`src/rtl/bram_reader_pkg.sv`:
```
// Shared types and constants for the BRAM burst reader.
package bram_reader_pkg;

  typedef enum logic {IDLE, READ} state_t;

  localparam int unsigned FIFO_DEPTH = 2;

endpackage

```
`src/rtl/bram_rd_fifo.sv`:
```
// Two-entry synchronous FIFO; absorbs BRAM read latency under output backpressure.
module bram_rd_fifo
  import bram_reader_pkg::*;
#(
  parameter int unsigned WIDTH = 33
) (
  input  logic             clk,
  input  logic             reset,
  input  logic             push,
  input  logic [WIDTH-1:0] push_data,
  input  logic             pop,
  output logic [WIDTH-1:0] pop_data,
  output logic             empty,
  output logic [1:0]       count
);

  logic [WIDTH-1:0] mem [FIFO_DEPTH];
  logic             wr_ptr;
  logic             rd_ptr;
  logic             do_push;
  logic             do_pop;

  assign do_push  = push && (count != 2'(FIFO_DEPTH));
  assign do_pop   = pop && (count != 2'd0);
  assign empty    = (count == 2'd0);
  assign pop_data = mem[rd_ptr];

  always_ff @(posedge clk) begin
    if (reset) begin
      wr_ptr <= 1'b0;
      rd_ptr <= 1'b0;
      count  <= '0;
    end else begin
      if (do_push) wr_ptr <= ~wr_ptr;
      if (do_pop)  rd_ptr <= ~rd_ptr;
      case ({do_push, do_pop})
        2'b10:   count <= count + 2'd1;
        2'b01:   count <= count - 2'd1;
        default: count <= count;
      endcase
    end
  end

  always_ff @(posedge clk) begin
    if (do_push) mem[wr_ptr] <= push_data;
  end

endmodule

```
`src/rtl/bram_burst_reader.sv`:
```
// Burst reader: issues sequential BRAM reads and streams the words out with a last marker.
module bram_burst_reader
  import bram_reader_pkg::*;
#(
  parameter int unsigned ADDR_WIDTH = 8,
  parameter int unsigned DATA_WIDTH = 32
) (
  input  logic                  clk,
  input  logic                  reset,
  input  logic                  mem_ready,
  input  logic                  cmd_valid,
  output logic                  cmd_ready,
  input  logic [ADDR_WIDTH-1:0] cmd_addr,
  input  logic [ADDR_WIDTH:0]   cmd_len,
  output logic [ADDR_WIDTH-1:0] mem_rd_addr,
  input  logic [DATA_WIDTH-1:0] mem_rd_data,
  output logic                  out_valid,
  input  logic                  out_ready,
  output logic [DATA_WIDTH-1:0] out_data,
  output logic                  out_last,
  output logic                  busy
);

  state_t                state;
  state_t                state_next;
  logic [ADDR_WIDTH-1:0] addr;
  logic [ADDR_WIDTH:0]   remaining;
  logic                  pending;
  logic                  pending_last;
  logic                  accept;
  logic                  pop;
  logic                  issue;
  logic [2:0]            occupancy;
  logic                  fifo_empty;
  logic [1:0]            fifo_count;
  logic [DATA_WIDTH:0]   fifo_head;

  assign cmd_ready = (state == IDLE) && mem_ready;
  assign accept    = cmd_valid && cmd_ready;
  assign pop       = out_valid && out_ready;
  assign busy      = (state == READ);

  // Words already read but not yet consumed, counting this cycle's pop as gone.
  assign occupancy = {1'b0, fifo_count} + {2'b00, pending} - {2'b00, pop};
  assign issue     = (state == READ) && (remaining != '0) && (occupancy < 3'(FIFO_DEPTH));

  assign mem_rd_addr           = addr;
  assign out_valid             = !fifo_empty;
  assign {out_last, out_data}  = fifo_head;

  always_ff @(posedge clk) begin
    if (reset) state <= IDLE;
    else       state <= state_next;
  end

  always_comb begin
    state_next = state;
    case (state)
      IDLE: if (accept && (cmd_len != '0)) state_next = READ;
      READ: if (pop && out_last)           state_next = IDLE;
      default: state_next = IDLE;
    endcase
  end

  always_ff @(posedge clk) begin
    if (reset) begin
      addr         <= '0;
      remaining    <= '0;
      pending      <= 1'b0;
      pending_last <= 1'b0;
    end else begin
      if (accept) begin
        addr      <= cmd_addr;
        remaining <= cmd_len;
      end else if (issue) begin
        addr      <= addr + 1'b1;
        remaining <= remaining - 1'b1;
      end
      pending      <= issue;
      pending_last <= issue && (remaining == (ADDR_WIDTH+1)'(1));
    end
  end

  bram_rd_fifo #(
    .WIDTH(DATA_WIDTH + 1)
  ) u_fifo (
    .clk       (clk),
    .reset     (reset),
    .push      (pending),
    .push_data ({pending_last, mem_rd_data}),
    .pop       (pop),
    .pop_data  (fifo_head),
    .empty     (fifo_empty),
    .count     (fifo_count)
  );

endmodule

```
`config.mk`:
```
export PLATFORM = sky130hd
export DESIGN_NAME = bram_burst_reader
export DESIGN_NICKNAME = d
export VERILOG_FILES = /design/src/rtl/bram_reader_pkg.sv /design/src/rtl/bram_rd_fifo.sv /design/src/rtl/bram_burst_reader.sv
export SDC_FILE = /design/constraint.sdc
export NUM_CORES = 1
export LEC_CHECK = 0
export ABC_CLOCK_PERIOD_IN_PS = 4900
export CORE_ASPECT_RATIO = 0.75
export CORE_MARGIN = 5
export CORE_UTILIZATION = 30
export CTS_BUF_LIST = sky130_fd_sc_hd__clkbuf_4 sky130_fd_sc_hd__clkbuf_8 sky130_fd_sc_hd__clkbuf_16
export DETAILED_ROUTE_END_ITERATION = 8
export HOLD_SLACK_MARGIN = 0.02
export PLACE_DENSITY = 0.61
export REMOVE_ABC_BUFFERS = 1
export SYNTH_ARGS = -nofsm -noshare
export SYNTH_HDL_FRONTEND = slang
export SYNTH_SLANG_ARGS = --single-unit
```
`constraint.sdc`:
```
create_clock -name clk -period 4.9 [get_ports clk]
set_clock_uncertainty 0.05 [all_clocks]
set_input_delay 0.98 -clock clk [delete_from_list [all_inputs] [get_ports clk]]
set_output_delay 0.98 -clock clk [all_outputs]
set_load 0.1 [all_outputs]
```
==> out/qor.csv, run 1 <==
stage;metric;value;unit
status;status;finished clean;
timing;setup_tns;0;ns
timing;fin_ws;1.39;ns
power;p_leak;1.74;nW
logic_synthesis;synth_area_leaders;edfxtp_1 53%, dfxtp_1 13%, mux2_2 10%;
timing;rsz0062_at_grt;false;
logic_synthesis;yosys.cell_count.top_type;edfxtp_1;
logic_synthesis;yosys.area.top_type;edfxtp_1;
logic_synthesis;ys_warn_count;0;
critical_path;worstSetupPathType;in2reg;
logic_synthesis;synth_cells;264;
clock_tree;cts_tree;done;
global_route;grt-ovfl-total;0;
timing;max_slew.worst_pin.slew;1.03;ns
layout;final_util;0.418;
placement;pre_cts_ws;1.06;ns
floorplanning;die_x;139;um
critical_path;crit_arrival;3.71;ns
logic_synthesis;synth.distinct_cells;47;
floorplanning;dieArea;0.0148;sq mm
critical_path;worst-path-max-fanout;14;
logic_synthesis;synth_top_area_frac;0.529;
clock_tree;clkLatencyLatePin;0.33;ns
critical_path;slowest_stage;or4_1;
clock_tree;ctsHtreeMaxLevel;3;
logic_synthesis;synth_seq_cells;91;
critical_path;crit_path_cell_trace;clkdlybuf4s50_1 > o21a_1 > ha_1 > nand2b_1 > fa_1 > nand2_1 > a211o_1 > or4_1 > a31oi_1;
logic_synthesis;ys.flop_type;edfxtp_1;
drt;drt-total-wl;8490;um
layout;area_growth;36.7;%
logic_synthesis;synth-seq-area-share;0.663;
critical_path;crit_buf_inv;1;
critical_path;cp-end-kind;register;
drt;drtIter0Drc;146;
global_route;antenna_found_initial;0;
flow_run;cap_violations;0;
clock_tree;cts_max_path_buffers;2;
critical_path;worst-endpoint-required;5.10;ns
min_path;hold_class;reg2reg;
critical_path;rr_startpoint;u_fifo.count[1];
critical_path;cpPeakStageDelay;0.55;ns
placement;dp_hpwl;5830;um
layout;stdcell_count;534;
timing;layout_min_cycle_time;3.51;ns
global_route;grt_pass1_vias;2546;
floorplanning;die_y;107;um
drt;drc;0;
logic_synthesis;synthArstFlopShare;0;
drt;viasPerCell;4.71;
logic_synthesis;avgSynthCellArea;14.2;sq um
timing;finalHoldViolCount;0;
floorplanning;io_pins;98;
timing;slew-limit-headroom;0.312;
layout;nFillCells;1184;
min_path;min_from;pending_last;
drt;vias;2515;
critical_path;cp-start-kind;primary input;
clock_tree;post-cts-setup-buffers;0;
floorplanning;coreArea;0.0123;sq mm
logic_synthesis;synth_edf_count;66;
power;power;2.24;mW
floorplanning;start_util;0.305;
global_route;grt_use_total;0.113;
floorplanning;num_rows;35;
layout;multi_input_area;0.00120;sq mm
layout;diodes;0;
placement;gp_congestion;0.801;
timing;fin_crit_sh;0.717;
critical_path;crit_family;simple AND/OR/NAND/NOR gates;
placement;portBuffers;97;
clock_tree;cts_hold_buf;0;
timing;max_freq;285;MHz
placement;place_inst;518;
drt;drt-pass1-iter-count;4;
clock_tree;root_buffer;clkbuf_16;
drt;final_antenna_net_count;0;
clock_tree;cts-buffers-inserted;9;
global_route;grt_max_degree;34;
drt;wl_per_cell;15.9;um
timing;finalSetupViolations;0;
power;power.density;438;mW/mm^2
global_route;grt_pass1_wl;13300;um
layout;regArea;0.00248;sq mm
timing;drv_slew;0;
layout;drive_gt1_frac;0.255;
clock_tree;cts.clk_slew.worst_paths;0.07;ns
clock_tree;cts.sinks;91;
logic_synthesis;synth_area;0.00374;sq mm
critical_path;worstSetupStartpoint;out_ready;
power;ir_worst_vdd;154;uV
clock_tree;ctsResizeCount;0;
logic_synthesis;ys_top_cells_by_count;66 x edfxtp_1, 34 x mux2_2, 25 x dfxtp_1, 14 x nor2_1, 13 x nand2_1;
layout;nNetsFinal;423;
[logic make-up (layout without fill, tap and decap cells)]
group	count (synthesis)	count (layout)	synth area share
DFF	91	91	0.663
adders and majority gates	6	6	0.0221
xor gates and xnor gates	5	5	0.0117
AOI/OAI and AO/OA	44	44	0.0822
muxes	37	37	0.110
and+or+nand+nor	62	62	0.0905
buffers and inverters	19	123	0.0204
[worst reg2reg max path: stages, from the launching register on]
cell and delay [ns]:
dfxtp_1 0.50, o21a_1 0.16, ha_1 0.21, nand2b_1 0.15, fa_1 0.47, nand2_1 0.10
a211o_1 0.46, or4_1 0.55, a31oi_1 0.16
[sequential cells by signal, summed over array words and instances, names as in the netlist, named ones only]
signal / flops
remaining: 9
u_fifo.wr_ptr: 1
u_fifo.count: 2
u_fifo.mem: 66
mem_rd_addr: 8
pending_last: 1
pending: 1
u_fifo.rd_ptr: 1
busy: 1
[final timing paths]
path	endpoint	slack (ns)	cells past startpoint
max	mem_rd_addr[6]	1.39	9
min	u_fifo.mem[0][32]	0.39	0
max reg2reg	mem_rd_addr[6]	2.00	8
min reg2reg	u_fifo.mem[0][32]	0.39	0
[layout by cell type, fill, tap and decap left out, drive strengths merged, types with 4 or more instances in the layout]
cell	count
nor2	14
a31oi	8
ha	5
clkdlybuf4s50	63
inv	11
edfxtp	66
buf	36
nand3	7
o21a	4
or3	7
clkbuf	9
mux2	34
dfxtp	25
o21ai	6
a21oi	7
nand2	13
[layout make-up]
class,count,area share
Clock inverter,7,0.0142
Sequential cell,91,0.485
Tap cell,166,0.0406
Timing Repair Buffer,99,0.176
Multi-Input combinational cell,154,0.235
Inverter,8,0.00587
Clock buffer,9,0.0440
[routing by layer]
layer,part of all wire,wire length [um],global-route usage
met4,0.015,126,0.0391
met1,0.44,3740,0.142
met2,0.51,4290,0.193
met3,0.038,323,0.0281
met5,0,0,0
[report_power, final]
part	switching (mW)	internal, mW
Combinational	0.471	0.196
Clock	0.319	0.359
Sequential	0.0309	0.867
Total	0.822	1.42
[metrics by stage]
stage	hold WS, ns	cell area [sq um]
floorplan	0.354	3700
global placement	0.361	4820
detailed placement	0.373	4820
CTS	0.390	5120
global route	0.411	5120
finish	0.390	5120
No activity file was read; power rests on OpenSTA's default activity.
==> inputs of run 2 (changes only) <==
ABC_CLOCK_PERIOD_IN_PS = 3630   (was 4900)
clock period = 3.63 ns   (was 4.9 ns; I/O delays follow)
==> run 2 against run 1 <==
Sequential power is 35% higher. Via count is 1.6% higher. Die area did not move. Global-route usage fell by 0.15 points. Setup slack worse by 0.93 ns. Register-to-register slack worse by 1.2 ns. Sequential cell count unchanged. Hold slack got worse by 0.012 ns. Final cell count is 0.94% higher. Core utilization is 0.29 points higher. Critical path type unchanged. Critical endpoint is now remaining[6].
==> out/qor.csv, run 2 (synthesized netlist as in run 1, its figures left out) <==
stage;metric;value;unit
drt;drtIter0Drc;160;
timing;drv_slew;0;
floorplanning;io_pins;98;
critical_path;worst-path-max-fanout;4;
drt;wl_met1;3850;um
power;p_leak;1.77;nW
timing;whs;0.377;ns
layout;area_growth;37.7;%
drt;drt-total-wl;8390;um
power;power.density;587;mW/mm^2
critical_path;crit_arrival;3.37;ns
critical_path;cp-end-kind;register;
critical_path;crit_buf_inv;1;
critical_path;cpPeakStageDelay;0.56;ns
critical_path;crit_family;simple AND/OR/NAND/NOR gates;
global_route;grt_pass1_vias;2505;
layout;diodes;0;
drt;vias;2555;
global_route;antenna_found_initial;0;
floorplanning;num_rows;35;
timing;finalHoldViolCount;0;
placement;place_inst;523;
drt;drt-pass1-iter-count;6;
drt;drc;0;
timing;finalSetupViolations;0;
placement;portBuffers;97;
critical_path;slowest_stage;or4b_1;
timing;rsz0062_at_grt;false;
critical_path;worstSetupPathType;in2reg;
layout;mostFrequentLayoutCells;66 x edfxtp_1, 62 x clkdlybuf4s50_1, 42 x buf_4;
floorplanning;dieArea;0.0148;sq mm
placement;dp_hpwl;5950;um
drt;final_antenna_net_count;0;
layout;stdcell_count;539;
critical_path;worst-endpoint-required;3.83;ns
status;status;finished clean;
floorplanning;coreArea;0.0123;sq mm
layout;design_area;0.00515;sq mm
clock_tree;cts_hold_buf;0;
global_route;grt_pass1_wl;13200;um
critical_path;crit_path_cell_trace;clkdlybuf4s50_1 > o21a_1 > ha_1 > nand2b_1 > fa_1 > nand2_1 > or4b_1 > or3_1 > a31oi_1;
layout;layout_commonest_cell;edfxtp_1;
timing;max_freq;315;MHz
clock_tree;clkLatencyLatePin;0.33;ns
timing;layout_min_cycle_time;3.17;ns
timing;slew-limit-headroom;0.343;
clock_tree;root_buffer;clkbuf_16;
drt;top_layer_used;met4;
layout;regMostFlops;u_fifo.mem;
drt;viasPerCell;4.74;
drt;route.met3.wl;237;um
critical_path;cp-start-kind;primary input;
min_path;hold_class;reg2reg;
drt;route.met2.wl;4190;um
layout;largest_reg_flops;66;
layout;nNetsFinal;428;
placement;gp_congestion;0.818;
placement;placed_area;0.00486;sq mm
power;ir_worst_vdd;235;uV
clock_tree;ctsResizeCount;0;
floorplanning;start_util;0.305;
drt;wl_per_cell;15.6;um
global_route;grt_max_degree;34;
clock_tree;cts.clk_slew.worst_paths;0.07;ns
layout;drive_gt1_frac;0.268;
clock_tree;cts-buffers-inserted;9;
clock_tree;cts_max_path_buffers;2;
floorplanning;die_x;139;um
floorplanning;die_y;107;um
timing;max_slew.worst_pin.slew;0.982;ns
global_route;grt-ovfl-total;0;
clock_tree;post-cts-setup-buffers;0;
clock_tree;ctsHtreeMaxLevel;3;
clock_tree;cts_tree;done;
clock_tree;cts.sinks;91;
timing;fin_crit_sh;0.874;
timing;setup_tns;0;ns
flow_run;cap_violations;0;
global_route;grt_use_total;0.112;
## run 2: cell types whose count changed in the layout (fill, tap and decap cells not counted), sizes merged
cell           delta
buf               +6
clkdlybuf4s50     -1
clkinv            +2
clkinvlp          -2
## run 2: final cells by class
class | count | area (sq um)
multi-input combinational | 154 | 1200
inverter | 8 | 30.0
timing repair buffer | 104 | 936
fill | 1165 | 7110
clock buffer | 9 | 225
clock inverter | 7 | 72.6
tap | 166 | 208
sequential | 91 | 2480
## run 2: power breakdown
part | internal [mW] | switching (mW) | total (mW)
Combinational | 0.270 | 0.641 | 0.910
Sequential | 1.17 | 0.0420 | 1.21
Clock | 0.484 | 0.420 | 0.904
Total | 1.92 | 1.10 | 3.03
## run 2: layer usage
metal	vias up	GRT usage
met1	1270	0.146
met5	-	0
met4	0	0.0419
li1	1224	-
met3	10	0.0259
met2	51	0.183
## run 2: stage by stage
| stage | setup WS, ns | utilization | power (mW) |
|---|---|---|---|
| 6_report | 0.457 | 0.420 | 3.03 |
| 5_1_grt | 0.321 | 0.420 | 3.16 |
| 4_1_cts | 0.468 | 0.420 | 3.07 |
| 3_5_place_dp | 0.0982 | 0.396 | 2.15 |
| 3_3_place_gp | 0.160 | 0.396 | 2.14 |
| 2_1_floorplan | 0.198 | - | 1.90 |
## run 2: worst paths after layout
kind                         from                end  slack (ns)  depth (start not counted)
hold reg to reg      pending_last  u_fifo.mem[0][32]        0.38                          0
setup reg to reg  u_fifo.count[0]       remaining[6]        0.82                          8
hold / removal       pending_last  u_fifo.mem[0][32]        0.38                          0
setup / recovery        out_ready       remaining[6]        0.46                          9
==> inputs of run 3 (changes only) <==
GPL_TIMING_DRIVEN = 1   (was not set)
RECOVER_POWER = 100   (was not set)
==> run 3 against run 2 <==
Final cell count unchanged. Highest routed layer unchanged. Critical path type unchanged. Global-route usage unchanged. Setup slack worse by 0.11 ns. Core utilization down 1.0 points. Wire length about the same. Largest cell class unchanged. First-iteration DRC count up 0.63%. Clock-buffer cell count unchanged.
==> out/qor.csv, run 3 (synthesized netlist as in run 1, its figures left out) <==
stage;metric;value;unit
drt;drt-total-wl;8390;um
timing;rsz0062_at_grt;false;
drt;viasPerCell;4.80;
critical_path;worst-endpoint-required;3.81;ns
placement;place_inst;523;
layout;diodes;0;
drt;drt-pass1-iter-count;4;
global_route;grt_use_total;0.112;
floorplanning;die_y;107;um
drt;vias;2586;
critical_path;rr_startpoint;u_fifo.count[0];
timing;slew-limit-headroom;0.0969;
timing;fin_crit_sh;0.904;
global_route;antenna_found_initial;0;
power;ir_worst_vdd;234;uV
floorplanning;io_pins;98;
critical_path;worstSetupStartpoint;out_ready;
layout;nFillCells;1193;
layout;mostFrequentLayoutCells;66 x edfxtp_1, 44 x dlygate4sd3_1, 33 x mux2_2, 33 x clkbuf_2, 25 x dfxtp_1;
timing;setup_tns;0;ns
clock_tree;clkLatencyLatePin;0.33;ns
drt;drc;0;
global_route;grt-ovfl-total;0;
layout;layout_commonest_cell;edfxtp_1;
power;seq_power_share;0.407;
drt;wl_per_cell;15.6;um
global_route;grt_max_degree;34;
floorplanning;dieArea;0.0148;sq mm
clock_tree;ctsResizeCount;0;
timing;finalHoldViolCount;0;
clock_tree;cts_max_path_buffers;2;
flow_run;cap_violations;0;
placement;portBuffers;97;
layout;nNetsFinal;428;
min_path;hold_class;reg2reg;
timing;drv_slew;0;
global_route;grt_pass1_vias;2505;
power;power.density;591;mW/mm^2
critical_path;crit_arrival;3.46;ns
power;net-switching-power;1.10;mW
critical_path;cp-start-kind;primary input;
drt;final_antenna_net_count;0;
drt;drtIter0Drc;161;
clock_tree;root_buffer;clkbuf_16;
placement;dp_hpwl;5950;um
clock_tree;cts.sinks;91;
clock_tree;cts_hold_buf;0;
timing;max_slew.worst_pin.slew;1.35;ns
critical_path;cp-end-kind;register;
clock_tree;ctsHtreeMaxLevel;3;
floorplanning;start_util;0.305;
global_route;grt_pass1_wl;13200;um
layout;stdcell_count;539;
layout;drive_gt1_frac;0.241;
min_path;min_from;pending_last;
power;p_leak;1.76;nW
timing;max_freq;305;MHz
power;clockPowerShare;0.304;
floorplanning;num_rows;35;
power;power.internal;1.87;mW
timing;layout_min_cycle_time;3.28;ns
status;status;finished clean;
power;pwr-share-comb;0.289;
critical_path;worstSetupPathType;in2reg;
floorplanning;die_x;139;um
critical_path;worst-path-max-fanout;6;
power;swShare;0.369;
layout;area_growth;34.3;%
clock_tree;cts_tree;done;
clock_tree;cts.clk_slew.worst_paths;0.07;ns
clock_tree;post-cts-setup-buffers;0;
timing;finalSetupViolations;0;
layout;largest_reg_flops;66;
layout;regMostFlops;u_fifo.mem;
placement;gp_congestion;0.818;
timing;whs;0.377;ns
clock_tree;cts-buffers-inserted;9;
layout;final_util;0.410;
floorplanning;coreArea;0.0123;sq mm
[run 3: critical path, cell delays in order]
cell and delay (ns):
dlygate4sd3_1 0.57, o21a_1 0.12, ha_1 0.26, nand2b_1 0.16, fa_1 0.38, xor2_1 0.26
a211o_1 0.21, clkbuf_1 0.26, mux2_2 0.37, o21a_1 0.16
[run 3: power by group through the flow]
| stage | clock (mW) | sequential, mW | combinational, mW |
|---|---|---|---|
| 4_1_cts | 0.937 | 1.21 | 0.918 |
| 2_1_floorplan | 0 | 1.30 | 0.603 |
| 5_1_grt | 0.981 | 1.22 | 0.906 |
| 3_3_place_gp | 0 | 1.23 | 0.908 |
| 6_report | 0.904 | 1.21 | 0.858 |
| 3_5_place_dp | 0 | 1.23 | 0.915 |
[run 3: area by class of cell]
class | count | area (sq um) | area share
sequential | 91 | 2480 | 0.494
multi-input combinational | 154 | 1180 | 0.235
timing repair buffer | 104 | 831 | 0.165
clock buffer | 9 | 225 | 0.0448
tap | 166 | 208 | 0.0413
clock inverter | 7 | 72.6 | 0.0144
inverter | 8 | 30.0 | 0.00597
[run 3: worst paths after layout]
check | depth (start not counted) | slack (ns) | end
worst min-delay path | 0 | 0.38 | u_fifo.mem[0][32]
worst max register to register | 4 | 0.61 | u_fifo.mem[1][10]
worst max-delay path | 10 | 0.35 | mem_rd_addr[2]
worst min register to register | 0 | 0.38 | u_fifo.mem[0][32]
[run 3: metrics by stage]
| stage | total power, mW | instance area [sq um] | setup WS [ns] |
|---|---|---|---|
| floorplan | 1.90 | 3700 | 0.198 |
| global placement | 2.14 | 4860 | 0.160 |
| detailed placement | 2.15 | 4860 | 0.0982 |
| CTS | 3.07 | 5150 | 0.468 |
| global route | 3.10 | 5030 | 0.195 |
| finish | 2.97 | 5030 | 0.349 |
[run 3: per-layer routing]
metal | track usage | vias up | part of all wire
li1 | - | 1225 | -
met3 | 0.0259 | 10 | 0.030
met2 | 0.183 | 56 | 0.50
met4 | 0.0419 | 0 | 0.016
met5 | 0 | - | 0
met1 | 0.146 | 1295 | 0.45
